File: src/rtl/sig_meas_pkg.sv
// ---------------------------------------------------------------------------
// sig_meas_pkg
// Shared types and helpers for the sig_meas ADC measurement block.
//   state_t  : measurement FSM states
//   DEF_*    : default sample / counter widths and hysteresis
//   sat_add  : unsigned add clamped to an upper limit
//   sat_sub  : unsigned subtract clamped at zero
// ---------------------------------------------------------------------------
package sig_meas_pkg;

  typedef enum logic [2:0] {
    ST_IDLE,
    ST_PEAK,
    ST_EDGE,
    ST_PERIOD,
    ST_DONE
  } state_t;

  localparam int DEF_DW    = 8;
  localparam int DEF_CNT_W = 24;
  localparam int DEF_HYST  = 8;

  function automatic logic [31:0] sat_add(input logic [31:0] a,
                                          input logic [31:0] b,
                                          input logic [31:0] lim);
    logic [32:0] sum;
    sum = {1'b0, a} + {1'b0, b};
    return (sum > {1'b0, lim}) ? lim : sum[31:0];
  endfunction

  function automatic logic [31:0] sat_sub(input logic [31:0] a,
                                          input logic [31:0] b);
    return (a > b) ? (a - b) : 32'd0;
  endfunction

endpackage

File: src/rtl/sig_edge_det.sv
// ---------------------------------------------------------------------------
// sig_edge_det
// Schmitt comparator on the ADC sample stream with a registered state s.
//   clk, rst   : clock, asynchronous active-high reset
//   sample_i   : unsigned sample
//   valid_i    : sample strobe (already gated by the caller's phase)
//   init_i     : arm; the next valid sample seeds s = (sample >= mid)
//   thr_hi_i   : rising threshold (0 -> 1 when sample >= thr_hi)
//   thr_lo_i   : falling threshold (1 -> 0 when sample <= thr_lo)
//   mid_i      : midpoint used only for seeding
//   rise_o     : high during the cycle of a valid sample causing 0 -> 1
//   s_nxt_o    : value s takes after the current sample
// ---------------------------------------------------------------------------
module sig_edge_det
  import sig_meas_pkg::*;
#(
  parameter int DW = DEF_DW
) (
  input  logic          clk,
  input  logic          rst,
  input  logic [DW-1:0] sample_i,
  input  logic          valid_i,
  input  logic          init_i,
  input  logic [DW-1:0] thr_hi_i,
  input  logic [DW-1:0] thr_lo_i,
  input  logic [DW-1:0] mid_i,
  output logic          rise_o,
  output logic          s_nxt_o
);

  logic s_q, s_d;
  logic need_init_q, need_init_d;

  always_comb begin
    s_d         = s_q;
    need_init_d = need_init_q;
    rise_o      = 1'b0;
    if (init_i) begin
      need_init_d = 1'b1;
      s_d         = 1'b0;
    end else if (valid_i) begin
      if (need_init_q) begin
        // Seeding sample never counts as a crossing.
        s_d         = (sample_i >= mid_i);
        need_init_d = 1'b0;
      end else if (!s_q && (sample_i >= thr_hi_i)) begin
        s_d    = 1'b1;
        rise_o = 1'b1;
      end else if (s_q && (sample_i <= thr_lo_i)) begin
        s_d = 1'b0;
      end
    end
    s_nxt_o = s_d;
  end

  always_ff @(posedge clk or posedge rst) begin
    if (rst) begin
      s_q         <= 1'b0;
      need_init_q <= 1'b0;
    end else begin
      s_q         <= s_d;
      need_init_q <= need_init_d;
    end
  end

endmodule

File: src/rtl/sig_meas.sv
// ---------------------------------------------------------------------------
// sig_meas
// ADC-side measurement: min/max/peak-to-peak over a WIN-sample window, then
// one full period and its high time via a hysteresis midpoint crossing.
//   clk, rst          : clock, asynchronous active-high reset
//   ad_data, ad_valid : unsigned ADC sample and its strobe
//   start             : single-cycle request, accepted only in IDLE
//   ad_clk            : ADC sample clock (= clk)
//   busy              : measurement in progress (PEAK/EDGE/PERIOD)
//   done              : one-cycle pulse while new results are presented
//   vmax, vmin, vpp   : amplitude results
//   period, high_cnt  : samples per period / samples high in that period
//   no_sig            : amplitude too small, no edge search was done
//   timeout           : no full period found within TMO samples
// ---------------------------------------------------------------------------
module sig_meas
  import sig_meas_pkg::*;
#(
  parameter int DW    = DEF_DW,
  parameter int CNT_W = DEF_CNT_W,
  parameter int WIN   = 4096,
  parameter int TMO   = 1000000,
  parameter int HYST  = DEF_HYST
) (
  input  logic             clk,
  input  logic             rst,
  input  logic [DW-1:0]    ad_data,
  input  logic             ad_valid,
  input  logic             start,
  output logic             ad_clk,
  output logic             busy,
  output logic             done,
  output logic [DW-1:0]    vmax,
  output logic [DW-1:0]    vmin,
  output logic [DW-1:0]    vpp,
  output logic [CNT_W-1:0] period,
  output logic [CNT_W-1:0] high_cnt,
  output logic             no_sig,
  output logic             timeout
);

  localparam int WIN_W = $clog2(WIN + 1);

  state_t state_q, state_d;

  logic [DW-1:0]    run_max_q, run_max_d, run_min_q, run_min_d;
  logic [WIN_W-1:0] win_cnt_q, win_cnt_d;
  logic [DW-1:0]    mid_q, mid_d, thr_hi_q, thr_hi_d, thr_lo_q, thr_lo_d;
  logic [CNT_W-1:0] per_cnt_q, per_cnt_d, hi_cnt_q, hi_cnt_d;
  logic [CNT_W-1:0] tmo_cnt_q, tmo_cnt_d;
  logic [DW-1:0]    vmax_q, vmax_d, vmin_q, vmin_d, vpp_q, vpp_d;
  logic [CNT_W-1:0] period_q, period_d, high_q, high_d;
  logic             no_sig_q, no_sig_d, timeout_q, timeout_d;

  logic             win_full, small_amp, tmo_last, edge_init, edge_valid;
  logic             rise, s_nxt, load_res;
  logic [DW-1:0]    amp;
  logic [DW:0]      mid_w;
  logic [DW-1:0]    thr_hi_w, thr_lo_w;

  assign ad_clk = clk;

  assign amp       = run_max_q - run_min_q;
  assign win_full  = (win_cnt_q == WIN_W'(WIN));
  assign small_amp = ({1'b0, amp} <= (DW + 1)'(2 * HYST));
  // Sum in DW+1 bits so max+min cannot wrap before halving.
  assign mid_w     = ({1'b0, run_max_q} + {1'b0, run_min_q}) >> 1;
  assign thr_hi_w  = DW'(sat_add(32'(mid_w), 32'(HYST), 32'((1 << DW) - 1)));
  assign thr_lo_w  = DW'(sat_sub(32'(mid_w), 32'(HYST)));
  // The valid sample arriving with tmo_cnt == TMO-1 is the TMO-th one.
  assign tmo_last  = (tmo_cnt_q == CNT_W'(TMO - 1));

  assign edge_init  = (state_q == ST_PEAK) && win_full && !small_amp;
  assign edge_valid = ad_valid && ((state_q == ST_EDGE) || (state_q == ST_PERIOD));

  sig_edge_det #(
    .DW (DW)
  ) u_edge (
    .clk      (clk),
    .rst      (rst),
    .sample_i (ad_data),
    .valid_i  (edge_valid),
    .init_i   (edge_init),
    .thr_hi_i (thr_hi_q),
    .thr_lo_i (thr_lo_q),
    .mid_i    (mid_q),
    .rise_o   (rise),
    .s_nxt_o  (s_nxt)
  );

  // State register
  always_ff @(posedge clk or posedge rst) begin
    if (rst) state_q <= ST_IDLE;
    else     state_q <= state_d;
  end

  // Next-state logic
  always_comb begin
    state_d = state_q;
    case (state_q)
      ST_IDLE:   if (start) state_d = ST_PEAK;
      ST_PEAK:   if (win_full) state_d = small_amp ? ST_DONE : ST_EDGE;
      ST_EDGE: begin
        if (rise)                     state_d = ST_PERIOD;
        else if (ad_valid && tmo_last) state_d = ST_DONE;
      end
      ST_PERIOD: begin
        if (rise)                     state_d = ST_DONE;
        else if (ad_valid && tmo_last) state_d = ST_DONE;
      end
      ST_DONE:   state_d = ST_IDLE;
      default:   state_d = ST_IDLE;
    endcase
  end

  // FSM outputs
  always_comb begin
    busy = 1'b0;
    done = 1'b0;
    case (state_q)
      ST_PEAK, ST_EDGE, ST_PERIOD: busy = 1'b1;
      ST_DONE:                     done = 1'b1;
      default: ;
    endcase
  end

  // Datapath next values; results are loaded on the edge entering DONE so
  // they are already stable while done is high.
  always_comb begin
    run_max_d = run_max_q;
    run_min_d = run_min_q;
    win_cnt_d = win_cnt_q;
    mid_d     = mid_q;
    thr_hi_d  = thr_hi_q;
    thr_lo_d  = thr_lo_q;
    per_cnt_d = per_cnt_q;
    hi_cnt_d  = hi_cnt_q;
    tmo_cnt_d = tmo_cnt_q;
    vmax_d    = vmax_q;
    vmin_d    = vmin_q;
    vpp_d     = vpp_q;
    period_d  = period_q;
    high_d    = high_q;
    no_sig_d  = no_sig_q;
    timeout_d = timeout_q;
    load_res  = 1'b0;
    case (state_q)
      ST_IDLE: begin
        if (start) begin
          run_max_d = '0;
          run_min_d = '1;
          win_cnt_d = '0;
        end
      end
      ST_PEAK: begin
        if (win_full) begin
          // Threshold cycle: the sample present now is not used.
          mid_d     = mid_w[DW-1:0];
          thr_hi_d  = thr_hi_w;
          thr_lo_d  = thr_lo_w;
          tmo_cnt_d = '0;
          if (small_amp) begin
            load_res  = 1'b1;
            period_d  = '0;
            high_d    = '0;
            no_sig_d  = 1'b1;
            timeout_d = 1'b0;
          end
        end else if (ad_valid) begin
          if (ad_data > run_max_q) run_max_d = ad_data;
          if (ad_data < run_min_q) run_min_d = ad_data;
          win_cnt_d = win_cnt_q + 1'b1;
        end
      end
      ST_EDGE: begin
        if (ad_valid) begin
          tmo_cnt_d = tmo_cnt_q + 1'b1;
          if (rise) begin
            per_cnt_d = CNT_W'(1);
            hi_cnt_d  = CNT_W'(1);
          end else if (tmo_last) begin
            load_res  = 1'b1;
            period_d  = '0;
            high_d    = '0;
            no_sig_d  = 1'b0;
            timeout_d = 1'b1;
          end
        end
      end
      ST_PERIOD: begin
        if (ad_valid) begin
          tmo_cnt_d = tmo_cnt_q + 1'b1;
          if (rise) begin
            // Closing crossing belongs to the next period.
            load_res  = 1'b1;
            period_d  = per_cnt_q;
            high_d    = hi_cnt_q;
            no_sig_d  = 1'b0;
            timeout_d = 1'b0;
          end else begin
            per_cnt_d = per_cnt_q + 1'b1;
            hi_cnt_d  = hi_cnt_q + CNT_W'(s_nxt);
            if (tmo_last) begin
              load_res  = 1'b1;
              period_d  = '0;
              high_d    = '0;
              no_sig_d  = 1'b0;
              timeout_d = 1'b1;
            end
          end
        end
      end
      default: ;
    endcase
    if (load_res) begin
      vmax_d = run_max_q;
      vmin_d = run_min_q;
      vpp_d  = amp;
    end
  end

  always_ff @(posedge clk or posedge rst) begin
    if (rst) begin
      run_max_q <= '0;
      run_min_q <= '0;
      win_cnt_q <= '0;
      mid_q     <= '0;
      thr_hi_q  <= '0;
      thr_lo_q  <= '0;
      per_cnt_q <= '0;
      hi_cnt_q  <= '0;
      tmo_cnt_q <= '0;
      vmax_q    <= '0;
      vmin_q    <= '0;
      vpp_q     <= '0;
      period_q  <= '0;
      high_q    <= '0;
      no_sig_q  <= 1'b0;
      timeout_q <= 1'b0;
    end else begin
      run_max_q <= run_max_d;
      run_min_q <= run_min_d;
      win_cnt_q <= win_cnt_d;
      mid_q     <= mid_d;
      thr_hi_q  <= thr_hi_d;
      thr_lo_q  <= thr_lo_d;
      per_cnt_q <= per_cnt_d;
      hi_cnt_q  <= hi_cnt_d;
      tmo_cnt_q <= tmo_cnt_d;
      vmax_q    <= vmax_d;
      vmin_q    <= vmin_d;
      vpp_q     <= vpp_d;
      period_q  <= period_d;
      high_q    <= high_d;
      no_sig_q  <= no_sig_d;
      timeout_q <= timeout_d;
    end
  end

  assign vmax     = vmax_q;
  assign vmin     = vmin_q;
  assign vpp      = vpp_q;
  assign period   = period_q;
  assign high_cnt = high_q;
  assign no_sig   = no_sig_q;
  assign timeout  = timeout_q;

endmodule

File: config.mk
export PLATFORM = sky130hd
export DESIGN_NAME = sig_meas
export DESIGN_NICKNAME = d
export VERILOG_FILES = /design/src/rtl/sig_meas_pkg.sv /design/src/rtl/sig_edge_det.sv /design/src/rtl/sig_meas.sv
export SDC_FILE = /design/constraint.sdc
export NUM_CORES = 1
export LEC_CHECK = 0
export CAP_MARGIN = 25
export CELL_PAD_IN_SITES_DETAIL_PLACEMENT = 1
export CELL_PAD_IN_SITES_GLOBAL_PLACEMENT = 1
export CORE_ASPECT_RATIO = 2
export CORE_MARGIN = 2
export CORE_UTILIZATION = 28
export DETAILED_ROUTE_END_ITERATION = 10
export PLACE_DENSITY = 0.55
export RECOVER_POWER = 100
export SLEW_MARGIN = 20
export SYNTH_ARGS = -nofsm -noshare
export SYNTH_HDL_FRONTEND = slang
export SYNTH_SLANG_ARGS = --single-unit
File: constraint.sdc
create_clock -name clk -period 15.5 [get_ports clk]
set_clock_uncertainty 0.15 [all_clocks]
set_input_delay 3.1 -clock clk [delete_from_list [all_inputs] [get_ports clk]]
set_output_delay 3.1 -clock clk [all_outputs]
set_load 0.005 [all_outputs]
---- After elaboration in Yosys (flattened, before gate mapping) ----
Index checks and enable logic that the tools add are counted.
W data, S select, Z words.
word-level totals
  bits in read-only memories .............. 0
  bits in latches ......................... 0
  input bits .............................. 12
  memories ................................ 0
  output and inout port bits .............. 77
  word-level logic and storage cells ...... 164
  register bits after elaboration ......... 204
  memory bits (writable) .................. 0
operators by class
  multiplexer cells ....................... 85
  order comparisons ....................... 8
  shift-type cells ........................ 0
  eq/ne operators ......................... 19
  bitwise gates (word level) .............. 0
  $mul .................................... 0
  divide/modulo/power cells ............... 0
  reduce and logical (&&, ||, !) cells .... 25
  add/sub/neg operators ................... 8
operators with widths
  cell                     count
  $mux W24                 20
  $pmux W24 S2             3
  $pmux W24 S3             2
  $mux W8                  10
  $add A24 B1 Y24 const B  2
  $mux W13                 3
  $mux W1                  34
  $pmux W8 S2              2
  $pmux W13 S2             1
  $add A24 B1 Y24          1
  $eq A24 B20 Y1 const B   1
  $ne A2 B2 Y1 const B     10
  $mux W3                  6
  $ge A8 B8 Y1             2
  $reduce_and A5 Y1        3
  $add A13 B1 Y13 const B  1
  $eq A13 B13 Y1 const B   1
  $pmux W3 S4              1
  $add A8 B4 Y9 const B    1
  $add A8 B8 Y9            1
  $gt A9 B8 Y1 const B     1
  $pmux W1 S3              3
  $gt A8 B4 Y1 const B     1
  $gt A8 B8 Y1             1
  other kinds (21)         34

---- Depth between registers and ports, before layout ----
Gate-level depths: netlist of the first run.
  depth after elaboration ................. 11
  depth in mapped cells ................... 19
  depth with buffers taken out ............ 18

---- Hierarchy ----
Synthesis of the first run repeated with hierarchy kept, for this count alone.
second synthesis, totals
  cells, all modules ...................... 1046
  area, all modules ....................... 10721.5 µm²
modules (own cells, without submodules)
  module        times used  area an instance (µm²)  cells each  seq. area each (µm²)
  sig_meas      1           10038.4                 960         5054.8
  sig_edge_det  1           683.2                   86          50.0

==> summary.txt, run 1 <==
Logic synthesis
  • Number of synthesized register bits: 204
  • Number of flops mapped to enable cells by yosys: 0
  • Post-synthesis async set-or-reset flop share: 100%
  • Number of nets produced by synthesis: 1,203
  • Number of distinct library cell variants in the gate-level netlist after synthesis: 66
  • Synth Area per Inst: 9.76 sq um
  • Post-synth top flop: dfrtp_1
  • Proportion of synthesized chip area in sequential cells: 46.4%
  • Post-Synthesis Cells: 1,126
  • Biggest area consumer among synthesized cells: dfrtp_1
  • Number of warnings printed during yosys synthesis: 0
  • Area share of the largest cell type after synthesis: 46.4%
  • Leading cell types by total area after synthesis: dfrtp_1, ha_1, a22o_1
  • Area of the mapped netlist: 0.0110 sq mm

Global routing
  • Number of antenna violations at the first check in global routing: 0
  • Leftover overflow at the end of global routing: 0
  • Global-route wire length before repair: 56,300 um
  • Global router's overall resource usage: 17.9%
  • Number of global-route vias before repair: 9,857
  • Maximum number of pins on one net before global-route repair: 102

Routing
  • Routed vias/inst: 5.20
  • Remaining DRCs: 0
  • Length of the first detailed-routing pass in iterations: 4
  • Vias after detailed routing: 9,005
  • Initial drt markers: 292
  • Count of nets left with antenna violations after detail routing: 0
  • Avg WL per Cell: 20.4 um
  • Sum of routed wire length over all layers: 35,400 um

Floorplanning
  • Die Y-Extent: 284 um
  • Initial Util: approximately 28%
  • Die Footprint: about 0.041 sq mm
  • Placeable core region: 0.0387 sq mm
  • Die extent in x: 144 um
  • I/O Pins: ~90
  • FP Rows: 102

Setup path
  • Reg2Reg Capture Point: vmin[0]
  • Crit path from: clk
  • Launch point of the worst reg-to-reg path: state_q[1]
  • Kind of end point of the critical path: output pin
  • Worst-path maximum fanout: 2
  • Critical path capture point: ad_clk
  • Critical Path Source Type: clock port
  • Crit path arrival time: between 8 and 9 ns
  • Reg-to-reg slack, setup: 9.23 ns
  • Worst Reg-to-Reg Cells: 7
  • Critical path start-end classification: clk2out
  • Data required, critical path: 12.25 ns

Hold path
  • Min-Delay Startpoint: mid_q[3]
  • Type of the worst min-delay path: reg2reg

CTS
  • Latest clock arrival within the worst-skew pair: 0.64 ns
  • Number of instances resized during post-cts repair: 0
  • CTS tree: yes
  • Clk pin slew, worst setup/hold paths: 0.07 ns
  • Number of post-CTS setup repair buffers: 0
  • Quantity of hold-fixing buffers added after cts: 0

Power and ir drop
  • Lkg Pwr: 5.83 nW
  • Power per unit of standard cell area: 168 mW/mm^2
  • Maximum VDD drop: approximately 0.000075 V

STA
  • Final setup viols: 0
  • Number of hold violations in the final report: 0
  • Setup TNS: 0 ns
  • Measured slew at the worst slew-check pin: 4.88 ns
  • Max-slew violation total from the final report: 332
  • RSZ-0062 raised after global routing: no
  • Relative slew margins: -225%

Layout
  • Layout-stage area growth over the synthesis result: 19.2%
  • Layout cells sized above 1: between 5 and 6%
  • Util after Layout: 33.9%
  • Post-route standard cell area excluding fillers: 0.0131 sq mm
  • Fill cell total of the finished layout: roughly 4,400
  • Post-route non-filler standard cell count: 1,733
  • Antenna cells: 0
  • Layout Nets: 1,275

Placement
  • Number of port buffers: between 80 and 90
  • Cell total after placement: 1,691
  • Last weighted congestion value of the routability-driven placer: 0.814
  • Half-perimeter wire length of the detailed placement result: approximately 26,000 um
  • Post-Place Cell Area: 0.0124 sq mm

Outcome
  • Violated checks: max-capacitance violations, max-slew violations
  • Status: finished, violations left

Flow run
  • Max-cap violation count: 5
## per-stage QoR
step	setup slack, ns	hold slack [ns]	power [mW]
CTS	3.81	0.336	2.26
global placement	4.09	0.308	1.68
floorplan	4.39	0.299	1.29
detailed placement	4.09	0.321	1.70
finish	3.69	0.333	2.21
global route	3.68	0.367	2.37
## worst max-delay path, cell delays in order
cell           delay (ns)
clkbuf_16            0.12
clkbuf_16            0.13
dlygate4sd3_1        0.56
## area by class of cell
| cell class | instances | area [sq um] | area share (%) |
|---|---|---|---|
| clock inverters | 9 | 78.8 | 0.601 |
| clock buffers | 33 | 671 | 5.12 |
| flip-flops and latches | 204 | 5100 | 38.9 |
| multi-input cells | 802 | 5420 | 41.3 |
| repair buffers | 100 | 942 | 7.19 |
| inverters | 65 | 245 | 1.87 |
| well taps | 520 | 651 | 4.96 |
## state kept, by name (all words and copies together) (netlist names)
signal              flops
tmo_cnt_q              24
vpp                     8
period                 24
run_max_q               8
vmax                    8
run_min_q               8
per_cnt_q              24
thr_lo_q                8
no_sig                  1
win_cnt_q              13
u_edge.need_init_q      1
u_edge.s_q              1
mid_q                   8
thr_hi_q                8
vmin                    8
state_q                 3
hi_cnt_q               24
timeout                 1
high_cnt               24
## cells in the final DEF, fill, tap and decap left out, types with 8 or more instances in the layout
cell type        n
a211oi_1        10
a21o_1          12
a21oi_1         47
a22o_1          52
a31oi_1         13
and3_1          20
and4_1           8
clkbuf_1        12
clkbuf_16       24
dfrtp_1        204
dlygate4sd3_1   82
ha_1            63
inv_1           64
mux2_2          18
mux2i_1         11
nand2_1         87
nand2b_1         8
nand3_1         36
nand4_1         23
nor2_1          92
nor2b_1         11
nor3_1          22
nor4_1           9
o2111ai_1       10
o211ai_1        15
o21a_1          14
o21ai_0         79
o22a_1           8
o31ai_1          8
or3_1           16
xnor2_1         25
xor2_1          24
## where the power goes
| group | switching [mW] | internal [mW] | total [mW] |
|---|---|---|---|
| sequential | 0.0944 | 0.609 | 0.703 |
| combinational | 0.601 | 0.347 | 0.948 |
| clock | 0.236 | 0.319 | 0.554 |
| total | 0.931 | 1.27 | 2.21 |
## cell usage after synthesis (all sizes together) (16+ instances only)
cell type  instances
a21oi             47
a22o              52
and3              20
clkbuf            42
dfrtp            204
ha                63
inv               65
mux2              18
nand2             87
nand3             36
nand4             24
nor2              92
nor3              23
o21ai             80
or3               16
xnor2             25
xor2              24
## routing by layer
metal | vias to the layer above | part of all wire, % | routed length (um) | track usage (%)
met5 | - | 0 | 0 | 0
met4 | 0 | 4.5 | 1610 | 9.07
met2 | 148 | 57 | 20100 | 34.7
li1 | 4225 | - | - | -
met3 | 71 | 2.8 | 1010 | 1.95
met1 | 4561 | 36 | 12600 | 18.3
## cells by family (layout without fill, tap and decap cells)
group           Yosys count  in the layout  synth area share [%]
fa+ha+maj                65             65                  7.53
simple gates            352            352                  15.9
xor+xnor                 49             49                  3.90
flops                   204            204                  46.4
buf+inv                 120            207                  4.29
compound gates          307            307                  19.1
mux                      29             29                  2.85
## worst min path at each step
stage | to | slack (ns) | depth (start not counted)
2_1_floorplan | thr_lo_q[2] | 0.30 | 2
3_3_place_gp | mid_q[3] | 0.31 | 1
3_5_place_dp | mid_q[3] | 0.32 | 1
4_1_cts | mid_q[3] | 0.34 | 1
5_1_grt | period[4] | 0.37 | 1
6_report | mid_q[3] | 0.33 | 1
(Power assumes the default switching activity.)
==> run 2: changes to the inputs <==
Clock period 15.5 ns to 11 ns, I/O delays scaled along.
==> summary.txt, run 2 (synthesis gave the netlist of run 1 again) <==
Floorplanning
  • Placeable core region: 0.0387 sq mm (unchanged)
  • Die Footprint: 0.0410 sq mm (unchanged)
  • Die Y-Extent: 284 um (unchanged)
  • Die extent in x: 144 um (unchanged)
  • Initial Util: 28.4% (unchanged)
  • I/O Pins: 89 (unchanged)
  • FP Rows: 102 (unchanged)

STA
  • RSZ-0062 raised after global routing: no
  • Setup TNS: 0 ns (unchanged)
  • Final setup viols: 0 (unchanged)
  • Measured slew at the worst slew-check pin: 4.84 ns (-0.0382 ns)
  • Relative slew margins: -223% (+2.5 points)
  • Number of hold violations in the final report: 0 (unchanged)
  • Max-slew violation total from the final report: 281 (-15%)

CTS
  • CTS tree: yes
  • Number of instances resized during post-cts repair: 0 (unchanged)
  • Quantity of hold-fixing buffers added after cts: 0 (unchanged)
  • Number of post-CTS setup repair buffers: 0 (unchanged)
  • Latest clock arrival within the worst-skew pair: 0.64 ns (about the same)
  • Clk pin slew, worst setup/hold paths: 0.06 ns (about the same)

Layout
  • Layout-stage area growth over the synthesis result: 19.8%
  • Layout Nets: 1,277 (+0.16%)
  • Most common library cell in the layout ignoring fill and taps: dfrtp_1
  • Layout cells sized above 1: 6.01% (+0.15 points)
  • Most frequent cells in the layout: dfrtp_1, nor2_1, nand2_1, dlygate4sd3_1, o21ai_0
  • Fill cell total of the finished layout: 4,426 (+0.16%)
  • Antenna cells: 0 (unchanged)
  • Post-route standard cell area excluding fillers: 0.0132 sq mm (+0.51%)

Routing
  • Length of the first detailed-routing pass in iterations: 4 (unchanged)
  • Routed vias/inst: 5.16 (-0.63%)
  • Count of nets left with antenna violations after detail routing: 0 (unchanged)
  • Wire length the detailed router placed on met1: 12,600 um (about the same)
  • Top metal layer carrying routed signals: met4
  • Vias after detailed routing: 8,959 (-0.51%)
  • Avg WL per Cell: 20.4 um (-0.14%)
  • Remaining DRCs: 0 (unchanged)
  • Routed length on met2: 20,500 um (+1.5%)
  • Initial drt markers: 280 (-4.1%)
  • Met3 routed wirelength: 863 um (-14%)
  • Sum of routed wire length over all layers: 35,400 um (about the same)

Setup path
  • Buffering stage count on the worst path with inverters included: 3 (unchanged)
  • Cell family with the largest share of critical-path delay: buffers and inverters
  • Critical-path cell list: clkbuf_16 -> clkbuf_16 -> dlygate4sd3_1
  • Most used cell along the critical path: clkbuf_16
  • Data required, critical path: 8.65 ns (-3.60 ns)
  • Crit path arrival time: 6.31 ns (-2.25 ns)
  • Slowest stage cell on the critical path: dlygate4sd3_1
  • Kind of end point of the critical path: output pin
  • Critical path start-end classification: clk2out
  • Highest cell delay on the worst timing path: 0.56 ns (about the same)
  • Worst-path maximum fanout: 2 (unchanged)
  • Critical Path Source Type: clock port

Power and ir drop
  • Lkg Pwr: 5.86 nW (+0.56%)
  • Maximum VDD drop: 0.000140 V (+85%)
  • Power per unit of standard cell area: 238 mW/mm^2 (+42%)

Placement
  • Number of port buffers: 88 (unchanged)
  • Half-perimeter wire length of the detailed placement result: 26,500 um (+0.38%)
  • Post-Place Cell Area: 0.0124 sq mm (unchanged)
  • Last weighted congestion value of the routability-driven placer: 0.813 (-0.11%)

Global routing
  • Number of global-route vias before repair: 9,854 (-0.030%)
  • Number of antenna violations at the first check in global routing: 0 (unchanged)
  • Global router's overall resource usage: 17.9% (about the same)
  • Leftover overflow at the end of global routing: 0 (unchanged)
  • Global-route wire length before repair: 56,400 um (about the same)
  • Maximum number of pins on one net before global-route repair: 102 (unchanged)

Outcome
  • Status: finished, violations left
  • Violated checks: max-capacitance violations, max-slew violations

Hold path
  • Type of the worst min-delay path: reg2reg

Flow run
  • Max-cap violation count: 4 (-1)
[run 2: cell count changes in the layout (fill, tap and decap cells not counted), sizes merged]
cell    delta
buf        +2
clkinv     -2
bufinv     +1
clkbuf     +1
[run 2: cell type report]
type                       instances  area (sq um)  share of cell area (%)
multi-input combinational        802          5420                    41.1
tap                              520           651                    4.94
sequential                       204          5100                    38.8
inverter                          65           245                    1.86
clock buffer                      34           684                    5.20
timing repair buffer             102           975                    7.40
clock inverter                     8          98.8                   0.750
[run 2: metrics by stage]
stage          setup slack [ns]  utilization (%)  std cells  total power [mW]  hold WS (ns)
3_3_place_gp               2.74             32.1       1691              2.37         0.308
2_1_floorplan              3.04                -       1126              1.82         0.299
3_5_place_dp               2.74             32.1       1691              2.40         0.324
4_1_cts                    2.45             34.1       1732              3.22         0.339
6_report                   2.34             34.1       1735              3.14         0.337
5_1_grt                    2.09             34.1       1735              3.36         0.357
[run 2: power breakdown]
part | internal (mW) | total, mW | switching (mW)
clock | 0.479 | 0.806 | 0.327
combinational | 0.491 | 1.34 | 0.848
sequential | 0.858 | 0.992 | 0.134
total | 1.83 | 3.14 | 1.31
[run 2: per-layer routing]
metal / track usage [%] / up-vias
met5: 0 / -
met4: 8.36 / 0
met3: 1.84 / 61
met2: 35.3 / 133
met1: 18.1 / 4547
li1: - / 4218
[run 2: final timing paths]
path / startpoint / end / slack, ns / cells past startpoint
max: clk / ad_clk / 2.34 / 3
min: mid_q[3] / mid_q[3] / 0.34 / 1
max reg2reg: state_q[1] / vmin[0] / 5.39 / 7
min reg2reg: mid_q[3] / mid_q[3] / 0.34 / 1
max in group asynchronous: rst / thr_lo_q[2] / 3.28 / 3
min in group asynchronous: rst / tmo_cnt_q[6] / 3.30 / 2
